$ cat config.mk
export PLATFORM = sky130hd
export DESIGN_NAME = fb_pixel_writer
export DESIGN_NICKNAME = d
export VERILOG_FILES = /design/src/rtl/fb_pixel_writer_pkg.sv /design/src/rtl/fb_pixel_writer_sync.sv /design/src/rtl/fb_pixel_writer.sv
export SDC_FILE = /design/constraint.sdc
export NUM_CORES = 1
export LEC_CHECK = 0
export ABC_CLOCK_PERIOD_IN_PS = 1960
export CORE_ASPECT_RATIO = 0.9
export CORE_MARGIN = 4
export CORE_UTILIZATION = 46
export DETAILED_ROUTE_END_ITERATION = 10
export GPL_TIMING_DRIVEN = 0
export PLACE_DENSITY_LB_ADDON = 0.25
export RECOVER_POWER = 50
export SETUP_SLACK_MARGIN = 0.1
export SLEW_MARGIN = 20
export SYNTH_ARGS = -nofsm -noshare
export SYNTH_HDL_FRONTEND = slang
export SYNTH_SLANG_ARGS = --single-unit
$ cat constraint.sdc
create_clock -name clk -period 1.96 [get_ports clk]
set_input_delay 0.196 -clock clk [delete_from_list [all_inputs] [get_ports clk]]
set_output_delay 0.196 -clock clk [all_outputs]
set_load 0.005 [all_outputs]
$ cat src/rtl/fb_pixel_writer_pkg.sv
// Shared defaults and FSM encoding for the framebuffer pixel writer.
package fb_pixel_writer_pkg;

  localparam int DEF_BITS_PER_PIXEL = 16;
  localparam int DEF_WIDTH_BITS     = 6;
  localparam int DEF_HEIGHT_BITS    = 5;

  typedef enum logic [1:0] {
    ST_WAIT    = 2'd0,
    ST_CAPTURE = 2'd1,
    ST_WRITE   = 2'd2
  } state_t;

endpackage

$ cat src/rtl/fb_pixel_writer_sync.sv
// Two-flop synchroniser with a third flop for rising-edge detection.
module sync_edge_detect (
  input  logic clk,
  input  logic reset,
  input  logic i_async,
  output logic o_level,
  output logic o_rise
);

  logic r_s1;
  logic r_s2;
  logic r_s3;

  always_ff @(posedge clk) begin
    if (reset) begin
      r_s1 <= 1'b0;
      r_s2 <= 1'b0;
      r_s3 <= 1'b0;
    end else begin
      r_s1 <= i_async;
      r_s2 <= r_s1;
      r_s3 <= r_s2;
    end
  end

  assign o_level = r_s2;
  assign o_rise  = r_s2 & ~r_s3;

endmodule

$ cat src/rtl/fb_pixel_writer.sv
// Turns each SPI pixel strobe into one raster-ordered write into a
// double-buffered framebuffer; swaps buffers at the end of every frame.
module fb_pixel_writer
  import fb_pixel_writer_pkg::*;
#(
  parameter int BITS_PER_PIXEL = DEF_BITS_PER_PIXEL,
  parameter int WIDTH_BITS     = DEF_WIDTH_BITS,
  parameter int HEIGHT_BITS    = DEF_HEIGHT_BITS
) (
  input  logic                                clk,
  input  logic                                reset,
  input  logic                                pixel_clk,
  input  logic [BITS_PER_PIXEL-1:0]           data,
  input  logic                                spi_reset,
  output logic [HEIGHT_BITS+WIDTH_BITS:0]     fb_addr,
  output logic [BITS_PER_PIXEL-1:0]           fb_data,
  output logic                                fb_we,
  output logic                                display_buffer,
  output logic                                frame_done,
  output logic                                overrun,
  output logic [1:0]                          dbg_state,
  output logic [3:0]                          dbg_sync
);

  // Handshake: none upstream; the writer accepts one pixel per pixel_clk rise
  // and fb_we is a single-cycle strobe with fb_addr/fb_data valid alongside it.

  logic w_pix_level;
  logic w_pix_edge;
  logic w_srst_level;
  logic w_srst_rise;

  sync_edge_detect u_sync_pix (
    .clk     (clk),
    .reset   (reset),
    .i_async (pixel_clk),
    .o_level (w_pix_level),
    .o_rise  (w_pix_edge)
  );

  sync_edge_detect u_sync_srst (
    .clk     (clk),
    .reset   (reset),
    .i_async (spi_reset),
    .o_level (w_srst_level),
    .o_rise  (w_srst_rise)
  );

  state_t                          r_state;
  state_t                          w_next_state;
  logic                            w_capture;
  logic                            w_fb_we;
  logic                            w_overrun_hit;
  logic [WIDTH_BITS-1:0]           r_x;
  logic [HEIGHT_BITS-1:0]          r_y;
  logic                            r_write_buffer;
  logic                            r_display_buffer;
  logic                            r_frame_done;
  logic                            r_overrun;
  logic [HEIGHT_BITS+WIDTH_BITS:0] r_fb_addr;
  logic [BITS_PER_PIXEL-1:0]       r_fb_data;

  always_ff @(posedge clk) begin
    if (reset) begin
      r_state <= ST_WAIT;
    end else begin
      r_state <= w_next_state;
    end
  end

  // A synchronised spi_reset overrides everything, abandoning any pixel in flight.
  always_comb begin
    w_next_state  = r_state;
    w_capture     = 1'b0;
    w_fb_we       = 1'b0;
    w_overrun_hit = w_pix_edge & ~w_srst_level & (r_state != ST_WAIT);
    if (w_srst_level) begin
      w_next_state = ST_WAIT;
    end else begin
      case (r_state)
        ST_WAIT: begin
          if (w_pix_edge) w_next_state = ST_CAPTURE;
        end
        ST_CAPTURE: begin
          w_capture    = 1'b1;
          w_next_state = ST_WRITE;
        end
        ST_WRITE: begin
          w_fb_we      = ~reset;
          w_next_state = ST_WAIT;
        end
        default: w_next_state = ST_WAIT;
      endcase
    end
  end

  always_ff @(posedge clk) begin
    if (reset) begin
      r_x              <= '0;
      r_y              <= '0;
      r_write_buffer   <= 1'b0;
      r_display_buffer <= 1'b1;
      r_frame_done     <= 1'b0;
      r_overrun        <= 1'b0;
      r_fb_addr        <= '0;
      r_fb_data        <= '0;
    end else begin
      r_frame_done <= 1'b0;
      if (w_overrun_hit) r_overrun <= 1'b1;
      if (w_capture) begin
        r_fb_data <= data;
        r_fb_addr <= {r_write_buffer, r_y, r_x};
      end
      if (w_srst_level) begin
        r_x <= '0;
        r_y <= '0;
      end else if (w_fb_we) begin
        r_x <= r_x + 1'b1;
        if (&r_x) begin
          r_y <= r_y + 1'b1;
          if (&r_y) begin
            r_write_buffer   <= ~r_write_buffer;
            r_display_buffer <= r_write_buffer;
            r_frame_done     <= 1'b1;
          end
        end
      end
    end
  end

  assign fb_addr        = r_fb_addr;
  assign fb_data        = r_fb_data;
  assign fb_we          = w_fb_we;
  assign display_buffer = r_display_buffer;
  assign frame_done     = r_frame_done;
  assign overrun        = r_overrun;
  assign dbg_state      = r_state;
  assign dbg_sync       = {w_pix_level, w_pix_edge, w_srst_level, w_srst_rise};

endmodule

# Word-level counts from Yosys, hierarchy flattened
# Index checks and enable logic that the tools add are counted.
# word_totals
ff_bits	51
out_inout_bits	38
# classes
reduce_logical	8
n_bitwise	11
n_eq_ne	3
n_mux	7
add_sub_neg	2
# ops
op	n
$reduce_and 13->1	1
$not 1->1	7
$reduce_and 7->1	1
$add 6x1->6 const B	1
$reduce_and 6->1	1
$add 5x1->5 const B	1
$mux 1	5
$reduce_and 5->1	1
$and 1x1->1	4
$pmux 2 s2	1
$reduce_or 4->1	1
$eq 2x1->1 const B	1
$eq 2x2->1 const B	1
$logic_not 2->1	1
$mux 2	1
$ne 2x2->1 const B	1
$reduce_bool 2->1	1
$reduce_or 2->1	1

# Logic depth before layout (Yosys ltp)
# Gate-level depths: netlist of the first run.
# depth
ltp_word	5
depth_mapped	6
depth_no_buf	5

# Cells and area by module
# From an unflattened synthesis of the first run, not the netlist that was laid out.
# unflattened
cells_unflattened	227
area_unflattened_um2	1978.1
# by_module_without_submodules
module	n_inst	area_each_um2	seq_area_each_um2	cells_per_inst
fb_pixel_writer	1	1803.0	900.9	213
sync_edge_detect	2	87.6	60.1	7

# Worst setup path before layout of the first run
# OpenSTA, ideal clock, no wires.
# synth_timing
path_type	register to register
startpoint	register r_state[1], in the netlist dbg_state[1]
endpoint	register r_write_buffer
path_slack_ns	0.120
t_required_ns	1.840
setup_ns	0.120
path_stages_with_launch	6
n_path_buf	2
arrival_time_ns	1.720
cell_sequence	dfxtp_1 > buf_2 > or4b_1 > buf_2 > or4_4 > mux2i_1
# synth_via
elab_chain_len	4
# synth_rtl
item	line_no	source
start, declared	fb_pixel_writer.sv:49	state_t r_state;
start signal, assigned	fb_pixel_writer.sv:67	r_state <= w_next_state;
$eq 2x2->1	fb_pixel_writer.sv:80	case (r_state)
$mux 1	fb_pixel_writer.sv:80	
$mux 1	fb_pixel_writer.sv:77	if (w_srst_level) begin
$reduce_and 13->1 (no line)	-	
end signal, assigned	fb_pixel_writer.sv:122	r_write_buffer <= ~r_write_buffer;
end, declared	fb_pixel_writer.sv:56	logic r_write_buffer;
# Every way passes these cells.
# A chain may end at the register's enable or synchronous reset.

# Worst setup path in the final report of the first run
# layout_timing
startpoint	register u_sync_srst.r_s2, in the netlist u_sync_srst.o_level
endpoint	register r_y[1]
# layout_via
elab_chain_len	2
elab_cells_between_ends	3
cone_classes	1 x mux; 2 x reduce/logical
# layout_rtl
item	line_no	source
start, declared	fb_pixel_writer_sync.sv:11	logic r_s2;
start signal, assigned	fb_pixel_writer_sync.sv:21	r_s2 <= r_s1;
$mux 1	fb_pixel_writer.sv:77	
$reduce_and 7->1 (no line)	-	
end signal, assigned	fb_pixel_writer.sv:120	r_y <= r_y + 1'b1;
end, declared	fb_pixel_writer.sv:55	logic [HEIGHT_BITS-1:0] r_y;
# Several ways; a longest one is shown, not always the timed one.

==> impl_metrics.toml, run 1 <==
[run_status]
status = "finished clean"

[min_path]
min_from = "data[10]"
hold_end = "fb_data[10]$_SDFFE_PP0P_"
hold_path.class = "primary input to register"
whs_path_depth = 3

[worst_setup_path]
slowest_stage = "or4b_4"
required_ns = 2.15
cp_num_cells = 6
worstPathCellList = "buf_6 > or4b_4 > buf_6 > or3b_1 > buf_6 > mux2i_1"
cp_max_fo = 10
crit_path_frequent_cell = "buf_6"
max_stage_delay_ns = 0.48
cp.arrival_ns = 2.00
start_kind = "register"
rrSetupSlack_ns = 0.15
timing.critical_path.from = "u_sync_srst.o_level$_SDFF_PP0_"
worst-setup-path-type = "register to register"
critPathCaptureType = "register"
rr_endpoint = "r_y[1]$_SDFFE_PP0P_"
r2r_start = "u_sync_srst.o_level$_SDFF_PP0_"
r2r_cells = 6
worst-path-buf-inv = 3
cp_top_family = "simple AND/OR/NAND/NOR gates"

[grt]
grt_pass1_wl_um = 7220
grt_max_degree = 16
globalRouteTotalUtil = 0.168
antenna_found_initial = 0
gr-total-overflow = 0
grt_pass1_vias = 1590

[cells_and_area]
fin_cells = 338
synthToLayoutAreaGrowth_pct = 39.3
drive_gt1_frac = 0.0897
fin_nets = 313
finish.utilization = 0.667
fillCellCount = 356
antennaDiodeCount = 0
finalInstanceArea_um2 = 2720

[synthesis]
ys_warn_count = 0
synth_seq_area_share = 0.524
ys_ff_latch = 51
synth_nets = 249
synth-edff-count = 0
synth_common_cells = "nand2_1 (65), dfxtp_1 (51), a21oi_1 (30)"
synth_cell_types = 33
syn_area_um2 = 1950
synth_top_area_frac = 0.524
avgSynthCellArea_um2 = 8.63
synthTopCellsByArea = "dfxtp_1 (52%), nand2_1 (13%), a21oi_1 (7.7%), mux2i_1 (4.6%), nor2b_1 (2.2%)"
synthCells = 226
synthArstFlopShare = 0
synth_area_leader_cell = "dfxtp_1"
synth.most_common_cell = "nand2_1"
ys.flop_type = "dfxtp_1"

[die]
fp.dieH_um = 69.8
die_w_um = 76.6
io_pins = 58
die-area_um2 = 5340
fp.coreArea_um2 = 4070
rows = 22
initial_core_util = 0.479

[placed_design]
gp_congestion = 0.744
portBuffers = 57
dp_hpwl_um = 3030
place_worst_setup_slack_ns = -0.207
place_area_um2 = 2580
place_inst = 331

[sta]
clock_skew_ns = 0.00563
setup_viol = 0
finalSetupTns_ns = 0
grt_setup_unrepaired = "false"
worst_slew_pin_slew_ns = 0.557
final_hold_viol_count = 0
fin_crit_sh = 0.922
slew_viol_final = 0
min_period_ns = 1.81
maxSlewHeadroom = 0.627
max_freq_mhz = 554
setup_slack_ns = 0.154

[detailed_routing]
wl_per_cell_um = 12.4
drtPass1Iterations = 4
drcViolationCount = 0
vias = 1647
routed_wirelength_um = 4210
drt_iter0_markers = 67
avgViaCountPerCell = 4.87
drtAntennaViolNets = 0

[clocking]
clock_latency_ns = 0.30
cts-root-buf = "clkbuf_8"
clock-sinks = 51
cts_setup_buffers = 0
path_clk_slew_ns = 0.09
cts.path.max_buffers = 2
holdBufCountCts = 0
cts_tree = "built"
numCtsBuffers = 5
ctsHtreeMaxLevel = 2

[power_and_ir_drop]
power.density_nw_per_um2 = 689
p_comb_frac = 0.063
power_frac_seq = 0.563
p_switching_mw = 0.382
power.internal_mw = 1.49
p_clk_frac = 0.374
ir_drop_v = 0.000696
swShare = 0.204
power.leakage_nw = 1.12

[flow_run]
max_cap_violations = 0
[final cells by class]
type / count / area [um^2] / area share
Buffer: 18 / 115 / 0.0424
Clock buffer: 5 / 68.8 / 0.0253
Clock inverter: 2 / 37.5 / 0.0138
Inverter: 7 / 26.3 / 0.00967
Multi-Input combinational cell: 150 / 820 / 0.302
Sequential cell: 51 / 1020 / 0.377
Tap cell: 48 / 60.1 / 0.0221
Timing Repair Buffer: 57 / 566 / 0.208
[repair_timing]
action / in CTS / in global routing
cloned: 0 / 0
resized for setup: 11 / 11
pin swaps: 1 / 1
setup endpoints to repair: 6 / 24
[metrics by stage]
step | power (mW) | hold slack (ns)
2_1_floorplan | 1.13 | 0.324
3_3_place_gp | 1.20 | 0.418
3_5_place_dp | 1.20 | 0.430
4_1_cts | 1.89 | 0.432
5_1_grt | 1.95 | 0.428
6_report | 1.87 | 0.439
[worst max path at each step]
stage                                             end  slack [ns]
after global routing              r_y[1]$_SDFFE_PP0P_        0.11
after detailed placement  r_write_buffer$_SDFFE_PP0P_       -0.21
after floorplan           r_write_buffer$_SDFFE_PP0P_        0.12
after global placement                          fb_we       -0.19
after CTS                                       fb_we        0.10
final                             r_y[1]$_SDFFE_PP0P_        0.15
[registers in the layout, indices dropped and copies added (netlist names)]
register and count:
overrun 1, fb_data 16, dbg_state 2, display_buffer 1, u_sync_pix.r_s3 1, r_y 5, fb_addr 12, u_sync_srst.o_level 1
frame_done 1, u_sync_srst.r_s1 1, u_sync_pix.r_s1 1, r_write_buffer 1, u_sync_srst.r_s3 1, u_sync_pix.o_level 1, r_x 6
[logic make-up after synthesis]
kind of cell / Yosys count / share of synthesized area
simple gates: 103 / 0.251
flops: 51 / 0.524
compound gates: 33 / 0.0899
buf+inv: 25 / 0.0610
mux: 9 / 0.0462
fa+ha+maj: 3 / 0.0193
xor+xnor: 2 / 0.00899
[worst reg2reg max path: stages, from the launching register on]
cell and delay [ns]:
dfxtp_1 0.33, buf_6 0.14, or4b_4 0.48, buf_6 0.15, or3b_1 0.36, buf_6 0.14
mux2i_1 0.11
[per-layer routing]
metal | part of all wire | global-route usage
met1 | 0.47 | 0.216
met4 | 0.0095 | 0.0483
met2 | 0.46 | 0.265
met5 | 0 | 0
met3 | 0.060 | 0.0571
[cells in the final DEF, fill, tap and decap left out, types with 3 or more instances in the layout]
master           instances
a21oi_1                 30
buf_4                    4
buf_6                    4
clkbuf_1                 8
clkbuf_8                 5
clkdlybuf4s50_1         23
dfxtp_1                 49
dlygate4sd3_1           33
ha_1                     3
inv_1                    6
mux2i_1                  9
nand2_1                 65
nand2b_1                 3
nand4_1                  4
nor2_1                   7
nor2b_1                  7
[power groups by stage]
stage	Clock [mW]	Sequential [mW]	Combinational [mW]
6_report	0.700	1.05	0.118
4_1_cts	0.716	1.05	0.121
3_5_place_dp	0	1.08	0.119
3_3_place_gp	0	1.08	0.118
5_1_grt	0.763	1.06	0.130
2_1_floorplan	0	1.08	0.0474
No activity file was read; power rests on OpenSTA's default activity.
==> run 2, diff against run 1 <==
SYNTH_HIERARCHICAL = 1   (was unset)
==> run 2 against run 1 <==
Net effect: core utilization increased by 0.44 points; flip-flop and latch count unchanged; synthesized cell count increased by 0.44%; largest power group unchanged; highest routed layer unchanged.
==> impl_metrics.toml, run 2 <==
[clocking]
cts-root-buf = "clkbuf_8"
cts.path.max_buffers = 2
cts_tree = "built"
clock_latency_ns = 0.29
path_clk_slew_ns = 0.08
holdBufCountCts = 0
clock-sinks = 51
numCtsBuffers = 5
ctsHtreeMaxLevel = 2

[min_path]
hold_path.class = "primary input to register"
min_from = "reset"

[synthesis]
synth_cell_types = 35
synth-edff-count = 0
synth_seq_area_share = 0.516
synthArstFlopShare = 0
syn_area_um2 = 1980
ys_warn_count = 6
synth_top_area_frac = 0.516
ys.flop_type = "dfxtp_1"
synth_nets = 250
synthTopCellsByArea = "dfxtp_1 (52%), nand2_1 (12%), a21oi_1 (7.8%), mux2i_1 (3.0%), nor2b_1 (2.2%)"
ys_ff_latch = 51
synth_common_cells = "nand2_1 (64), dfxtp_1 (51), a21oi_1 (31)"
avgSynthCellArea_um2 = 8.71
synth_area_leader_cell = "dfxtp_1"
synthCells = 227
synth.most_common_cell = "nand2_1"

[detailed_routing]
drtPass1Iterations = 4
vias = 1711
drt_iter0_markers = 123
wl_per_cell_um = 12.1
drtAntennaViolNets = 0
routed_wirelength_um = 4180
avgViaCountPerCell = 4.96
drcViolationCount = 0

[placed_design]
dp_hpwl_um = 2940
place_worst_setup_slack_ns = -0.419
place_area_um2 = 2610
portBuffers = 57
gp_congestion = 0.871

[worst_setup_path]
timing.critical_path.from = "dbg_state[0]$_SDFFE_PP0P_"
cp.arrival_ns = 2.03
start_kind = "register"
worst-setup-path-type = "register to register"
cp_max_fo = 5
required_ns = 2.15
r2r_start = "dbg_state[0]$_SDFFE_PP0P_"
critPathCaptureType = "register"

[flow_run]
max_cap_violations = 0

[power_and_ir_drop]
p_comb_frac = 0.072
p_clk_frac = 0.317
power.leakage_nw = 1.12
p_switching_mw = 0.366
power_frac_seq = 0.611
ir_drop_v = 0.000581
finalPower_mw = 1.72
power.density_nw_per_um2 = 626
swShare = 0.213
power.internal_mw = 1.36

[cells_and_area]
fin_nets = 321
layout_commonest_cell = "nand2_1"
largest_reg_flops = 16
fillCellCount = 375
synthToLayoutAreaGrowth_pct = 39.2
layout_common_cells = "nand2_1 (64), dfxtp_1 (49), dlygate4sd3_1 (33)"
antennaDiodeCount = 0
finalInstanceArea_um2 = 2750
drive_gt1_frac = 0.111

[grt]
grt_pass1_vias = 1637
grt_pass1_wl_um = 7060
gr-total-overflow = 0
globalRouteTotalUtil = 0.159
antenna_found_initial = 0
grt_max_degree = 14

[run_status]
status = "finished clean"

[sta]
setup_slack_ns = 0.113
clock_skew_ns = 0.00405
final_hold_viol_count = 0
finalSetupTns_ns = 0
min_period_ns = 1.85
slew_viol_final = 0
maxSlewHeadroom = 0.679
max_freq_mhz = 541
worst_slew_pin_slew_ns = 0.481
setup_viol = 0
grt_setup_unrepaired = "true"
fin_crit_sh = 0.942

[die]
fp.dieH_um = 70.2
die_w_um = 77.1
die-area_um2 = 5410
rows = 22
initial_core_util = 0.482
io_pins = 58
fp.coreArea_um2 = 4100
## run 2: power by group through the flow
stage	clock network, mW	registers, mW	logic, mW
floorplan	0	1.08	0.0474
global placement	0	1.08	0.119
detailed placement	0	1.08	0.120
CTS	0.565	1.05	0.122
global route	0.598	1.05	0.136
finish	0.547	1.05	0.124
## run 2: per-stage QoR
step / hold WS (ns) / std cells / util
floorplan: 0.268 / 227 / -
global placement: 0.417 / 332 / 0.636
detailed placement: 0.430 / 332 / 0.636
CTS: 0.238 / 340 / 0.661
global route: 0.253 / 345 / 0.671
finish: 0.247 / 345 / 0.671
## run 2: per-layer routing
layer | track usage | share of wire | wire length [um]
met5 | 0 | 0 | 0
met2 | 0.273 | 0.47 | 1950
met3 | 0.0606 | 0.074 | 308
met1 | 0.186 | 0.45 | 1880
met4 | 0.0415 | 0.010 | 42
## run 2: kinds of logic (layout without fill, tap and decap cells)
kind of cell,after synthesis,in the layout,share of synthesized area
mux,7,7,0.0361
fa+ha+maj,3,3,0.0190
xor+xnor,2,2,0.00886
simple gates,104,104,0.258
buf+inv,23,93,0.0626
flops,51,51,0.516
compound gates,37,37,0.0993
## run 2: layout make-up
class                   instances  area (um^2)  area share
multi-input cells             153          840       0.305
clock buffers                   6         72.6      0.0264
well taps                      48         60.1      0.0218
inverters                       6         22.5     0.00818
repair buffers                 64          627       0.228
flip-flops and latches         51         1030       0.374
plain buffers                  17          103      0.0373
## run 2: timing repair
item,CTS,global route
buffers inserted,2,5
gates resized for setup,11,3
pin swaps,1,0
setup endpoints to repair,7,16
## run 2: path summary, 6_finish.rpt
path              cells past startpoint                             to  slack [ns]
setup reg to reg                      6            r_y[0]$_SDFFE_PP0P_        0.11
hold / removal                        2     u_sync_pix/r_s3$_SDFF_PP0_        0.25
hold reg to reg                       1  u_sync_pix/o_level$_SDFF_PP0_        0.45
setup / recovery                      6            r_y[0]$_SDFFE_PP0P_        0.11
## run 2: worst max-delay path: stages, from the launching register on
cell,delay (ns)
dfxtp_4,0.35
or4b_4,0.53
buf_6,0.13
buf_6,0.12
or3_4,0.38
buf_6,0.13
mux2i_1,0.10
==> run 3, diff against run 2 <==
SYNTH_HIERARCHICAL = unset   (was 1)
==> results of run 3 <==
Same layout as run 1: the final DEF is identical, and so are final timing and power.
